===== config.mk =====
export PLATFORM = sky130hd
export DESIGN_NAME = fifo_rd_ctrl_flat
export DESIGN_NICKNAME = d
export VERILOG_FILES = /design/src/rtl/fifo_pkg.sv /design/src/rtl/fifo_rd_ctrl_if.sv /design/src/rtl/fifo_skid2.sv /design/src/rtl/fifo_rd_ctrl.sv /design/src/flat_wrapper.sv
export SDC_FILE = /design/constraint.sdc
export NUM_CORES = 1
export LEC_CHECK = 0
export BUFFER_PORTS_ARGS = -buffer_cell sky130_fd_sc_hd__buf_4
export CAP_MARGIN = 10
export CORE_UTILIZATION = 50
export DETAILED_ROUTE_END_ITERATION = 8
export PLACE_DENSITY = 0.73
export SYNTH_ARGS = -nofsm -noshare
export SYNTH_HDL_FRONTEND = slang
export SYNTH_SLANG_ARGS = --single-unit

===== constraint.sdc =====
create_clock -name clk -period 3.5 [get_ports clk]
set_input_delay 0.175 -clock clk [delete_from_list [all_inputs] [get_ports clk]]
set_output_delay 0.175 -clock clk [all_outputs]
set_load 0.1 [all_outputs]

===== src/rtl/fifo_pkg.sv =====
// Shared types and sizing for the FIFO read path: 16-word x 5-bit storage,
// pointers carry one extra wrap bit to tell full from empty.
package fifo_pkg;
  localparam int ADDR  = 4;
  localparam int DW    = 5;
  localparam int DEPTH = 2 ** ADDR;

  typedef logic [ADDR:0]   ptr_t;
  typedef logic [DW-1:0]   data_t;

  function automatic ptr_t ptr_inc(input ptr_t p);
    return p + ptr_t'(1);
  endfunction
endpackage


===== src/rtl/fifo_rd_ctrl_if.sv =====
// Output stream of the FIFO read controller.
// Handshake: a word transfers on a rising edge where m_valid & m_ready; m_valid
// never depends on m_ready, and m_data holds steady while m_valid & ~m_ready.
interface fifo_rd_ctrl_if;
  import fifo_pkg::*;

  logic  m_valid;
  data_t m_data;
  logic  m_ready;

  modport master (output m_valid, output m_data, input m_ready);
  modport slave  (input m_valid, input m_data, output m_ready);
endinterface


===== src/rtl/fifo_skid2.sv =====
// Two-entry in-order buffer that absorbs RAM read data; entry 0 is always the head.
// The EMPTY/ONE/TWO state doubles as the occupancy count.
module fifo_skid2
  import fifo_pkg::*;
(
  input  logic       clk,
  input  logic       rst_n,
  input  logic       clr,
  input  logic       push,
  input  data_t      din,
  input  logic       pop,
  output data_t      dout,
  output logic [1:0] occ
);

  localparam logic [1:0] S_EMPTY = 2'd0;
  localparam logic [1:0] S_ONE   = 2'd1;
  localparam logic [1:0] S_TWO   = 2'd2;

  logic [1:0] state;
  data_t      ent0;
  data_t      ent1;
  logic       do_pop;

  assign do_pop = pop & (state != S_EMPTY);

  always_ff @(posedge clk or negedge rst_n) begin
    if (!rst_n) begin
      state <= S_EMPTY;
      ent0  <= '0;
      ent1  <= '0;
    end else if (clr) begin
      state <= S_EMPTY;
      ent0  <= '0;
      ent1  <= '0;
    end else begin
      case (state)
        S_EMPTY: begin
          if (push) begin
            ent0  <= din;
            state <= S_ONE;
          end
        end
        S_ONE: begin
          case ({push, do_pop})
            2'b10: begin
              ent1  <= din;
              state <= S_TWO;
            end
            2'b01: state <= S_EMPTY;
            2'b11: ent0 <= din;   // head leaves as the new word arrives
            default: ;
          endcase
        end
        S_TWO: begin
          if (do_pop) begin
            ent0 <= ent1;
            if (push) ent1 <= din;
            else      state <= S_ONE;
          end
        end
        default: state <= S_EMPTY;
      endcase
    end
  end

  assign dout = ent0;
  assign occ  = state;

endmodule


===== src/rtl/fifo_rd_ctrl.sv =====
// FIFO read-side controller: fetches RAM words ahead of demand, hides the
// one-cycle RAM read latency behind a 2-entry skid buffer, reports rd_ptr back.
module fifo_rd_ctrl
  import fifo_pkg::*;
(
  input  logic              clk,
  input  logic              rst_n,
  input  logic              flush,
  input  ptr_t              wr_ptr,
  output ptr_t              rd_ptr,
  output logic [ADDR-1:0]   mem_addr_rd,
  input  data_t             mem_data,
  fifo_rd_ctrl_if.master    stream,
  output logic              empty,
  output ptr_t              level,
  output logic [1:0]        occ,
  output logic              inflight
);

  ptr_t       rd_q;
  logic       infl_q;
  logic [1:0] occ_w;
  data_t      head;
  logic       avail;
  logic       pop;
  logic       issue;
  logic       capture;
  logic [2:0] demand;

  assign avail  = (rd_q != wr_ptr);
  assign pop    = stream.m_valid & stream.m_ready;
  // Words already committed to the buffer after this edge; must leave room for one more.
  assign demand = {1'b0, occ_w} + {2'b00, infl_q} - {2'b00, pop};
  assign issue  = avail & ~flush & (demand < 3'd2);
  assign capture = infl_q & ~flush;

  always_ff @(posedge clk or negedge rst_n) begin
    if (!rst_n) begin
      rd_q   <= '0;
      infl_q <= 1'b0;
    end else begin
      if (flush)      rd_q <= wr_ptr;
      else if (issue) rd_q <= ptr_inc(rd_q);
      infl_q <= issue;
    end
  end

  fifo_skid2 u_skid (
    .clk  (clk),
    .rst_n(rst_n),
    .clr  (flush),
    .push (capture),
    .din  (mem_data),
    .pop  (pop),
    .dout (head),
    .occ  (occ_w)
  );

  assign stream.m_valid = (occ_w != 2'd0);
  assign stream.m_data  = head;
  assign empty          = ~stream.m_valid;
  assign rd_ptr         = rd_q;
  assign mem_addr_rd    = rd_q[ADDR-1:0];
  assign level          = (wr_ptr - rd_q) + {{ADDR{1'b0}}, infl_q} + {{(ADDR-1){1'b0}}, occ_w};
  assign occ            = occ_w;
  assign inflight       = infl_q;

endmodule


===== src/flat_wrapper.sv =====
// flat-port wrapper written by rule: the top's interface ports become plain ports
module fifo_rd_ctrl_flat import fifo_pkg::*;
  (clk, rst_n, flush, wr_ptr, rd_ptr, mem_addr_rd, mem_data, empty, level, occ, inflight, stream_m_valid, stream_m_data, stream_m_ready);
  fifo_rd_ctrl_if stream_i ();
  input  logic clk;
  input  logic rst_n;
  input  logic flush;
  input  ptr_t wr_ptr;
  output ptr_t rd_ptr;
  output logic [ADDR-1:0] mem_addr_rd;
  input  data_t mem_data;
  output logic empty;
  output ptr_t level;
  output logic [1:0] occ;
  output logic inflight;
  output wire logic [$bits(stream_i.m_valid)-1:0] stream_m_valid;
  output wire logic [$bits(stream_i.m_data)-1:0] stream_m_data;
  input wire logic [$bits(stream_i.m_ready)-1:0] stream_m_ready;
  assign stream_m_valid = stream_i.m_valid;
  assign stream_m_data = stream_i.m_data;
  assign stream_i.m_ready = stream_m_ready;
  fifo_rd_ctrl u_core (.clk(clk), .rst_n(rst_n), .flush(flush), .wr_ptr(wr_ptr), .rd_ptr(rd_ptr), .mem_addr_rd(mem_addr_rd), .mem_data(mem_data), .stream(stream_i), .empty(empty), .level(level), .occ(occ), .inflight(inflight));
endmodule

== After elaboration in Yosys (flattened, before gate mapping) ==
Index checks and enable logic that the tools add are counted.

* $add $sub $neg: 6
* Multiply operators: 0
* Div/mod/pow operators: 0
* Order comparisons: 1
* Equality and inequality tests: 13
* Shift operators: 0
* Multiplexer cells: 17
* Bitwise gates (word level): 7
* Reduce and logical (&&, ||, !) cells: 8

{| class="wikitable"
|+ Operators with widths
! cell !! count
|-
| 5-bit 2-to-1 mux || 9
|-
| 3-bit inequality test (second input constant) || 5
|-
| 5-bit case mux with 3 select lines || 1
|-
| 4-bit AND reduction || 3
|-
| 5-bit case mux with 2 select lines || 1
|-
| 2-bit 2-to-1 mux || 4
|-
| 2-bit == test (second input constant) || 3
|-
| 2-bit case mux with 3 select lines || 1
|-
| 5-bit by 1-bit adder with 5-bit output || 1
|-
| 5-bit by 1-bit adder with 5-bit output (second input constant) || 1
|-
| 5-bit by 2-bit adder with 5-bit output || 1
|-
| 1-bit AND || 5
|-
| 5-bit inequality test || 1
|-
| 5-bit subtractor || 1
|-
| 2-bit by 1-bit == test with 1-bit output (second input constant) || 2
|-
| 4-bit by 3-bit inequality test with 1-bit output (second input constant) || 1
|-
| 2-bit case mux with 2 select lines || 1
|-
| 2-bit nonzero test || 2
|-
| 4-bit nonzero test || 1
|-
| 2-bit by 1-bit adder with 3-bit output || 1
|-
| 3-bit by 2-bit less-than comparator with 1-bit output (second input constant) || 1
|-
| 3-bit by 2-bit inequality test with 1-bit output (second input constant) || 1
|-
| 3-bit nonzero test || 1
|-
| 3-bit by 1-bit subtractor with 3-bit output || 1
|-
| other kinds (2) || 3
|}

* Register bits after elaboration: 18
* Bits in latches: 0
* RAM bits: 0
* Bits in read-only memories: 0
* Input port bits: 14
* Output and inout port bits: 24
* Logic and storage cells: 57
* Memories kept: 0

== Logic depth before layout (Yosys ltp) ==
Gate-level depths: netlist of the first run.

* Depth after elaboration: 7
* Mapped depth: 11
* Mapped depth without buffers: 11

== By module ==
A second synthesis of the first run with hierarchy kept.

* Cell total of the unflattened synthesis: 136
* Area, all modules: 1382.6 um^2

{| class="wikitable"
|+ By module, submodules not included
! module !! times used !! cells each !! area each (um^2) !! seq. area each (um^2)
|-
| fifo_rd_ctrl || 1 || 83 || 723.2 || 150.1
|-
| fifo_skid2 || 1 || 53 || 659.4 || 300.3
|}

== Least setup slack after synthesis of the first run ==
Ideal clock, no wire load.

* Kind: flip-flop to flip-flop
* Start: register u_core.u_skid.state[1], in the netlist u_core.u_skid.occ[1]
* End: register u_core.rd_q[3], in the netlist u_core.rd_ptr[3]
* Arrival time: 4.678 ns
* Path slack: -1.260 ns
* Stages on the path, launching flop included: 12
* Cells stage by stage: dfrtp_1 > inv_1 > nand2_1 > inv_1 > nor2b_1 > ha_1 > nand2b_1 > fa_1 > xnor2_2 > nand2_1 > or4_1 > a31oi_1

* Word-level cells in the longest chain between the ends: 6
* Elaborated cells between the ends (all ways): 7
* Those cells by class: 2 x add/sub; 1 x order compare; 2 x bitwise; 2 x reduce/logical

{| class="wikitable"
|+ RTL lines
! item !! RTL line !! RTL
|-
| from (decl) || fifo_skid2.sv:20 || <nowiki>logic [1:0] state;</nowiki>
|-
| from (signal assigned) || fifo_skid2.sv:29 || <nowiki>state <= S_EMPTY;</nowiki>
|-
| from (signal assigned) || fifo_skid2.sv:33 || <nowiki>state <= S_EMPTY;</nowiki>
|-
| from (signal assigned) || fifo_skid2.sv:41 || <nowiki>state <= S_ONE;</nowiki>
|-
| 2-bit nonzero test || fifo_rd_ctrl.sv:59 || <nowiki>assign stream.m_valid = (occ_w != 2'd0);</nowiki>
|-
| net stream_m_valid || flat_wrapper.sv:16 || <nowiki>output wire logic [$bits(stream_i.m_valid)-1:0] stream_m_valid;</nowiki>
|-
| 1-bit AND || fifo_rd_ctrl.sv:31 || <nowiki>assign pop = stream.m_valid & stream.m_ready;</nowiki>
|-
| 3-bit by 1-bit subtractor with 3-bit output || fifo_rd_ctrl.sv:33 || <nowiki>assign demand = {1'b0, occ_w} + {2'b00, infl_q} - {2'b00, pop};</nowiki>
|-
| 3-bit by 2-bit less-than comparator with 1-bit output || fifo_rd_ctrl.sv:34 || <nowiki>assign issue = avail & ~flush & (demand < 3'd2);</nowiki>
|-
| 1-bit AND || fifo_rd_ctrl.sv:34 ||
|-
| 2-bit nonzero test (no source line) || - ||
|-
| to (signal assigned) || fifo_rd_ctrl.sv:42 || <nowiki>if (flush) rd_q <= wr_ptr;</nowiki>
|-
| to (signal assigned) || fifo_rd_ctrl.sv:43 || <nowiki>else if (issue) rd_q <= ptr_inc(rd_q);</nowiki>
|-
| to (decl) || fifo_rd_ctrl.sv:20 || <nowiki>ptr_t rd_q;</nowiki>
|}

The timed path passes the listed nets, and every way through them passes these cells.
A chain may end at the register's enable or synchronous reset.

== Worst setup path after layout of the first run ==
* Start: register u_core.u_skid.state[0], in the netlist u_core.u_skid.occ[0]
* End: output port level[4]

* Word-level cells in the longest chain between the ends: 1

{| class="wikitable"
|+ RTL lines
! item !! RTL line !! RTL
|-
| 5-bit by 2-bit adder with 5-bit output || fifo_rd_ctrl.sv:64 || <nowiki>assign level = (wr_ptr - rd_q) + {{ADDR{1'b0}}, infl_q} + {{(ADDR-1){1'b0}}, occ_w};</nowiki>
|-
| to (decl) || flat_wrapper.sv:13 || <nowiki>output ptr_t level;</nowiki>
|}

No other way between the ends.

==> impl_metrics.py, run 1 <==
metrics = {
    "clock_network": {
        "cts.sinks": 18,
        "ctsResizeCount": 0,
        "postCtsHoldBufs": 1,
        "clk_pin_slew_ns": 0.11,
        "postCtsSetupBuffers": 0,
        "cts_buffers": 3,
        "cts_max_path_buffers": 2,
        "cts_tree": "built",
        "ctsRootBufferMaster": "clkbuf_4",
        "htree_levels": 1,
        "clk-insertion-delay-late_ns": 0.29,
    },
    "status": {
        "status": "finished, final reports clean",
    },
    "grt": {
        "grt_use_met2_pct": 35.98,
        "track_usage_pct": 22.79,
        "grt_max_degree": 19,
        "grt_pass1_vias": 1034,
        "grt_pass1_wl_mm": 4.726,
        "antenna_found_initial": 0,
        "met1_usage_pct": 32.80,
        "overflow": 0,
        "grt.busiest_layer": "met2",
        "grtUsageMet3_pct": 5.278,
    },
    "die": {
        "die_h_um": 54.28,
        "start_util_pct": 54.17,
        "die_w_um": 54.28,
        "coreArea_um2": 2522,
        "die_area_um2": 2946,
        "num_rows": 18,
        "io_pins": 38,
    },
    "yosys": {
        "synth_cells": 147,
        "avgSynthCellArea_um2": 9.295,
        "synth-seq-area-share_pct": 32.97,
        "ys_top_cells_by_area": "dfrtp_1 33%, ha_1 8.2%, mux2_1 7.4%",
        "yosysTopAreaCellShare_pct": 32.97,
        "synth_area_um2": 1366,
        "syn_nets": 174,
        "ys_ff_latch": 18,
        "synth_area_leader_cell": "dfrtp_1",
        "yosysUniqueCellTypes": 37,
        "synth_warnings": 0,
    },
    "timing": {
        "final_max_slew_viol_count": 0,
        "rsz0062_at_grt": "no",
        "fmax_mhz": 318.7,
        "tightestPinTransition_ns": 0.6286,
        "clock_skew_ns": 0.005003,
        "finalCriticalPeriod_ns": 3.138,
        "hold_viol": 0,
        "final.setup.tns_ns": 0,
        "finalCritPeriodShare_pct": 89.65,
        "relSlewSlack_pct": 58.01,
        "setup_viol": 0,
    },
    "worst_setup_path": {
        "cp_top_family": "adder cells",
        "end_kind": "output port",
        "cp.required_ns": 3.32,
        "cp_cell_sequence": "inv_1, ha_1, fa_1, fa_1, inv_1, a21o_1, a21oi_1, xnor2_4, buf_4",
        "cp_slowest_cell": "dfrtp_4",
        "crit_fanout": 8,
        "slowest_delay_ns": 0.52,
        "path_buf_inv": 3,
        "worstSetupPathType": "flip-flop to output port",
        "crit_path_start_kind": "flip-flop",
        "critical_path_arrival_ns": 2.96,
    },
    "layout": {
        "nets": 210,
        "area_growth_pct": 27.29,
        "ff_latch_area_um2": 457.9,
        "fillCellCount": 213,
        "antenna_cells": 0,
        "final_cells": 212,
        "multi_input_area_um2": 852.1,
        "drive_above_1_share_pct": 30.22,
    },
    "placement": {
        "place_congestion": 0.7568,
        "place_inst": 207,
        "io_buffers": 37,
        "hpwl_mm": 2.313,
    },
    "routing": {
        "num_vias": 1124,
        "viasPerCell": 5.302,
        "post_drt_wl_per_cell_um": 13.99,
        "ant_nets": 0,
        "firstDrtPassIters": 4,
        "drt_first_iter_violations": 10,
        "wirelength_mm": 2.965,
        "drc_errors": 0,
    },
    "worst_hold_path": {
        "hold_class": "input port to flip-flop",
    },
    "job": {
        "cap_violations": 0,
    },
}
## cell type report
type	instances	share of cell area [%]
multi-input combinational	105	48.99
sequential	18	26.33
timing repair buffer	38	16.55
inverter	17	3.885
tap	30	2.158
clock buffer	4	2.086
## worst paths after layout
kind	end	from	slack [ns]	cells past startpoint
max	level[4]	u_core.u_skid.occ[0]	0.36	9
min	u_core.rd_ptr[2]	wr_ptr[2]	0.15	3
max reg2reg	u_core.rd_ptr[3]	u_core.u_skid.occ[0]	0.62	11
min reg2reg	u_core.u_skid.ent1[1]	u_core.u_skid.ent1[1]	0.50	1
max in group asynchronous	u_core.u_skid.occ[0]	rst_n	3.01	2
min in group asynchronous	u_core.u_skid.dout[0]	rst_n	0.27	2
## logic make-up (layout without fill, tap and decap cells)
family	after synthesis	count (layout)	synth area share, %
simple gates	48	48	18.50
fa+ha+maj	13	13	14.10
compound gates	27	27	11.72
xor+xnor	7	7	6.136
mux	10	10	8.242
buf+inv	24	59	8.333
flops	18	18	32.97
## metal layers
layer | vias up | share of wire, %
met5 | - | 0
met4 | 0 | 0.51
met3 | 2 | 3.8
met2 | 25 | 48
met1 | 530 | 48
li1 | 567 | -
## cells in the mapped netlist, drive strengths merged
library cell	count
dfrtp	18
inv	16
nand2	13
a21oi	11
mux2	10
ha	9
nor2b	8
nor2	7
buf	6
o21ai	6
nand3	5
xnor2	5
a31oi	4
fa	4
nor3	3
a21o	2
and2	2
nand2b	2
o211ai	2
or3	2
or4	2
xor2	2
a2bb2oi	1
and3	1
clkbuf	1
clkinv	1
nand4	1
nor3b	1
o31ai	1
or4b	1
## metrics by stage
stage / instance area, um2 / utilization (%) / hold WS (ns) / setup slack, ns
6_report: 1739 / 68.95 / 0.1473 / 0.3622
5_1_grt: 1739 / 68.95 / 0.1499 / 0.1989
4_1_cts: 1739 / 68.95 / 0.1440 / 0.3302
3_5_place_dp: 1693 / 67.11 / 0.06006 / 0.6412
3_3_place_gp: 1693 / 67.11 / 0.06091 / 0.7427
2_1_floorplan: 1428 / - / -0.1206 / -0.04920
## worst min-delay path: stages
cell	delay, ns
buf_4	0.11
nor2_1	0.07
a31oi_1	0.04
## state kept, by name, summed over array words and instances, names as in the netlist
name,flops
u_core.u_skid.ent1,5
u_core.rd_ptr,5
u_core.u_skid.dout,5
u_core.u_skid.occ,2
u_core.inflight,1
## cell usage in the layout (no fill, tap or decap), types with 3 or more instances in the layout
cell / instances
buf_4: 37
dfrtp_1: 16
inv_1: 14
nand2_1: 12
a21oi_1: 11
mux2_1: 9
ha_1: 9
nor2b_1: 8
nor2_1: 7
nand3_1: 5
o21ai_0: 4
a31oi_1: 4
fa_1: 4
xnor2_2: 3
clkbuf_4: 3
Power of run 1 is left out: the tool's default activity adds up to more than one toggle a clock period on the data nets, which glitch-free logic cannot reach.
==> run 2, diff against run 1 <==
--- a/config.mk
+++ b/config.mk
@@ -7,9 +7,9 @@
 export LEC_CHECK = 0
 export BUFFER_PORTS_ARGS = -buffer_cell sky130_fd_sc_hd__buf_4
 export CAP_MARGIN = 10
-export CORE_UTILIZATION = 50
+export CORE_UTILIZATION = 42
 export DETAILED_ROUTE_END_ITERATION = 8
-export PLACE_DENSITY = 0.73
+export PLACE_DENSITY = 0.62
 export SYNTH_ARGS = -nofsm -noshare
 export SYNTH_HDL_FRONTEND = slang
 export SYNTH_SLANG_ARGS = --single-unit
==> run 2 against run 1 <==
Against the previous run:
- global-route usage down 4.8 points
- die area grew 18%
- critical path depth is the same
- non-clock buffer count unchanged
- via count is 0.18% lower
- worst setup slack worse by 0.021 ns
- worst hold slack better by 0.0058 ns
- first-iteration DRC count grew to 2.7 times the previous value
- wire length shrank 3.9%
- utilization is 12 points lower
- highest routed layer unchanged
==> impl_metrics.py, run 2 (synthesized netlist as in run 1, its figures left out) <==
metrics = {
    "status": {
        "status": "finished, final reports clean",
    },
    "routing": {
        "drc_errors": 0,
        "drt_first_iter_violations": 27,
        "firstDrtPassIters": 4,
        "wirelength_mm": 2.848,
        "num_vias": 1122,
        "post_drt_wl_per_cell_um": 12.60,
        "ant_nets": 0,
        "viasPerCell": 4.965,
    },
    "die": {
        "die_w_um": 59.04,
        "start_util_pct": 44.39,
        "num_rows": 20,
        "die_area_um2": 3485,
        "die_h_um": 59.04,
        "io_pins": 38,
        "coreArea_um2": 3078,
    },
    "timing": {
        "clock_skew_ns": 0.005342,
        "final_max_slew_viol_count": 0,
        "hold_slack_ns": 0.1531,
        "finalCriticalPeriod_ns": 3.158,
        "fmax_mhz": 316.6,
        "finalCritPeriodShare_pct": 90.24,
        "tightestPinTransition_ns": 0.6230,
        "final.setup.worst_slack_ns": 0.3416,
        "hold_viol": 0,
        "setup_viol": 0,
        "relSlewSlack_pct": 58.38,
        "rsz0062_at_grt": "no",
    },
    "placement": {
        "pre_cts_ws_ns": 0.6622,
        "io_buffers": 37,
        "place_congestion": 0.8287,
        "hpwl_mm": 2.232,
    },
    "clock_network": {
        "cts_max_path_buffers": 2,
        "postCtsSetupBuffers": 0,
        "htree_levels": 1,
        "clk_pin_slew_ns": 0.11,
        "cts_buffers": 3,
        "cts.sinks": 18,
        "ctsRootBufferMaster": "clkbuf_4",
        "clk-insertion-delay-late_ns": 0.29,
        "cts_tree": "built",
    },
    "grt": {
        "grt_pass1_wl_mm": 4.733,
        "track_usage_pct": 17.97,
        "antenna_found_initial": 0,
        "grt_max_degree": 19,
        "overflow": 0,
        "grt_pass1_vias": 1036,
    },
    "layout": {
        "final_common_cell": "buf_4",
        "fillCellCount": 295,
        "drive_above_1_share_pct": 30.22,
        "final_cell_mix": "37 x buf_4, 16 x dfrtp_1, 14 x inv_1",
        "nets": 210,
        "area_growth_pct": 28.57,
        "antenna_cells": 0,
    },
    "worst_setup_path": {
        "crit_fanout": 8,
        "cp_cell_sequence": "inv_1, ha_1, fa_1, fa_1, inv_1, a21o_1, a21oi_1, xnor2_4, buf_4",
        "cp_top_family": "adder cells",
        "end_kind": "output port",
        "slowest_delay_ns": 0.53,
        "cp.required_ns": 3.32,
        "crit_path_start_kind": "flip-flop",
        "cp_slowest_cell": "dfrtp_4",
        "critical_path_arrival_ns": 2.98,
        "worstSetupPathType": "flip-flop to output port",
        "path_buf_inv": 3,
    },
    "worst_hold_path": {
        "hold_class": "input port to flip-flop",
    },
    "job": {
        "cap_violations": 0,
    },
}
run 2: per-stage QoR:
stage	cell area, um2	cells	utilization [%]	setup TNS (ns)
after floorplan	1428	147	-	-0.04920
after detailed placement	1710	221	55.57	0
after global routing	1757	226	57.07	0
after CTS	1757	226	57.07	0
final	1757	226	57.07	0
after global placement	1710	221	55.57	0
run 2: final cells by class:
cell class	count	area, um2	area share [%]
flip-flops and latches	18	457.9	26.07
well taps	44	55.05	3.134
multi-input cells	105	852.1	48.50
clock buffers	4	36.28	2.066
repair buffers	38	287.8	16.38
inverters	17	67.56	3.846
run 2: what timing repair did:
item | 4_1_cts | 5_1_grt
gates resized for setup | 0 | 0
hold buffers | 1 | 0
endpoints found under the hold margin | 18 | 0
run 2: tightest hold or removal path, stage by stage:
cell and delay (ns):
buf_4 0.11, nor2_1 0.08, a31oi_1 0.04
run 2: worst paths after layout:
check,slack (ns),cells after the start,startpoint,endpoint
min in group asynchronous,0.27,2,rst_n,u_core.rd_ptr[3]
min reg2reg,0.50,1,u_core.u_skid.dout[0],u_core.u_skid.dout[0]
min,0.15,3,wr_ptr[3],u_core.rd_ptr[3]
max reg2reg,0.64,11,u_core.u_skid.occ[0],u_core.rd_ptr[3]
max in group asynchronous,3.00,2,rst_n,u_core.u_skid.occ[0]
max,0.34,9,u_core.u_skid.occ[0],level[4]
run 2: layer usage:
layer	track usage [%]	share of wire (%)	wire (um)	up-vias
met1	24.69	48	1356	522
li1	-	-	-	567
met3	3.930	4.1	117	2
met4	3.061	0.35	10	0
met2	29.55	48	1363	31
met5	0	0	0	-
Power of run 2 is left out for the same reason.
==> run 3, diff against run 2 <==
--- a/config.mk
+++ b/config.mk
@@ -7,9 +7,11 @@
 export LEC_CHECK = 0
 export BUFFER_PORTS_ARGS = -buffer_cell sky130_fd_sc_hd__buf_4
 export CAP_MARGIN = 10
-export CORE_UTILIZATION = 42
+export CELL_PAD_IN_SITES_DETAIL_PLACEMENT = 1
+export CELL_PAD_IN_SITES_GLOBAL_PLACEMENT = 1
+export CORE_UTILIZATION = 39
 export DETAILED_ROUTE_END_ITERATION = 8
-export PLACE_DENSITY = 0.62
+export PLACE_DENSITY = 0.76
 export SYNTH_ARGS = -nofsm -noshare
 export SYNTH_HDL_FRONTEND = slang
 export SYNTH_SLANG_ARGS = --single-unit
==> run 3 against run 2 <==
Against the previous run:
- non-clock buffer count did not move
- via count rose by 3.1%
- register-to-register slack got worse by 0.04 ns
- sequential share of layout area barely moved
- largest cell class unchanged
- die area rose by 7.4%
- clock skew rose by 0.0037 ns
- worst setup slack improved by 0.037 ns
- worst hold slack improved by 0.028 ns
- first-iteration DRC count rose by 52%
- clock-buffer cell count did not move
- global-route usage rose by 2.3 points
==> impl_metrics.py, run 3 (synthesized netlist as in run 1, its figures left out) <==
metrics = {
    "clock_network": {
        "ctsResizeCount": 0,
        "cts_buffers": 3,
        "cts.sinks": 18,
        "cts_tree": "built",
        "clk_pin_slew_ns": 0.10,
        "postCtsHoldBufs": 1,
        "clk-insertion-delay-late_ns": 0.29,
        "ctsRootBufferMaster": "clkbuf_4",
        "cts_max_path_buffers": 2,
        "htree_levels": 1,
        "postCtsSetupBuffers": 0,
    },
    "worst_setup_path": {
        "end_kind": "output port",
        "r2r-start": "u_core.u_skid.occ[0]",
        "cp_top_family": "adder cells",
        "path_buf_inv": 3,
        "startpoint": "u_core.u_skid.occ[0]",
        "cp_slowest_cell": "dfrtp_4",
        "critical_path_arrival_ns": 2.95,
        "cp.depth": 9,
        "cp.required_ns": 3.32,
        "ff2ff_path_depth": 11,
        "crit_fanout": 8,
        "r2r_setup_slack_ns": 0.60,
        "crit_path_start_kind": "flip-flop",
        "slowest_delay_ns": 0.53,
        "cp_cell_sequence": "inv_1, ha_1, fa_1, fa_1, inv_1, a21o_1, a21oi_1, xnor2_4, buf_4",
        "crit_end": "level[4]",
        "reg2reg_to": "u_core.rd_ptr[3]",
        "worstSetupPathType": "flip-flop to output port",
    },
    "routing": {
        "num_vias": 1157,
        "routed-wl-met2_mm": 1.713,
        "drt_first_iter_violations": 41,
        "wl_met1_mm": 1.551,
        "drc_errors": 0,
        "met3_length_um": 106,
        "post_drt_wl_per_cell_um": 14.82,
        "viasPerCell": 5.075,
        "firstDrtPassIters": 4,
        "dr.max_layer_used": "met4",
        "ant_nets": 0,
        "wirelength_mm": 3.379,
    },
    "die": {
        "die_h_um": 61.19,
        "die_area_um2": 3744,
        "num_rows": 21,
        "start_util_pct": 40.94,
        "coreArea_um2": 3337,
        "die_w_um": 61.19,
        "io_pins": 38,
    },
    "layout": {
        "antenna_cells": 0,
        "final_cell_mix": "37 x buf_4, 16 x dfrtp_1, 14 x inv_1",
        "area_growth_pct": 28.75,
        "final_core_util_pct": 52.72,
        "fin_area_um2": 1759,
        "drive_above_1_share_pct": 30.22,
        "nets": 210,
        "final_common_cell": "buf_4",
    },
    "placement": {
        "place_congestion": 0.7476,
        "place_area_um2": 1713,
        "io_buffers": 37,
        "hpwl_mm": 2.691,
    },
    "timing": {
        "fmax_mhz": 320.4,
        "hold_slack_ns": 0.1812,
        "relSlewSlack_pct": 56.55,
        "clock_skew_ns": 0.009005,
        "final_max_slew_viol_count": 0,
        "finalCriticalPeriod_ns": 3.122,
        "tightestPinTransition_ns": 0.6504,
        "finalCritPeriodShare_pct": 89.19,
        "rsz0062_at_grt": "no",
        "final.setup.tns_ns": 0,
        "setup_viol": 0,
        "hold_viol": 0,
    },
    "status": {
        "status": "finished, final reports clean",
    },
    "grt": {
        "grt_max_degree": 19,
        "grt_pass1_vias": 1147,
        "grt_pass1_wl_mm": 5.561,
        "overflow": 0,
        "track_usage_pct": 20.28,
        "antenna_found_initial": 0,
    },
    "job": {
        "cap_violations": 0,
    },
    "worst_hold_path": {
        "hold_class": "input port to flip-flop",
    },
}
[run 3: cell counts in the layout (fill, tap and decap cells not counted)]
No cell type changed its count.
[run 3: cell type report]
type,instances,area [um2]
inverter,17,67.56
tap,46,57.56
clock buffer,4,36.28
timing repair buffer,38,287.8
fill,400,1578
sequential,18,457.9
multi-input combinational,105,852.1
[run 3: worst min-delay path by stage]
stage               startpoint  slack [ns]  depth (start not counted)                    end
detailed placement       rst_n        0.06                          1  u_core.u_skid.ent1[1]
finish               wr_ptr[0]        0.18                          3       u_core.rd_ptr[0]
floorplan                rst_n       -0.12                          0        u_core.inflight
global placement         rst_n        0.06                          1  u_core.u_skid.dout[0]
CTS                  wr_ptr[3]        0.17                          3       u_core.rd_ptr[3]
global route         wr_ptr[0]        0.18                          3       u_core.rd_ptr[0]
[run 3: stage by stage]
stage               setup slack [ns]  instances
floorplan                   -0.04920        147
global placement              0.7317        223
detailed placement            0.6115        223
CTS                           0.3430        228
global route                  0.1931        228
finish                        0.3784        228
[run 3: worst min-delay path: stages]
cell     delay (ns)
buf_4          0.13
nor2_1         0.09
a31oi_1        0.05
[run 3: routing by layer]
metal	track usage, %	up-vias
met5	0	-
met3	4.202	2
li1	-	571
met4	4.221	0
met1	28.00	563
met2	33.07	21
Power of run 3 is left out for the same reason.
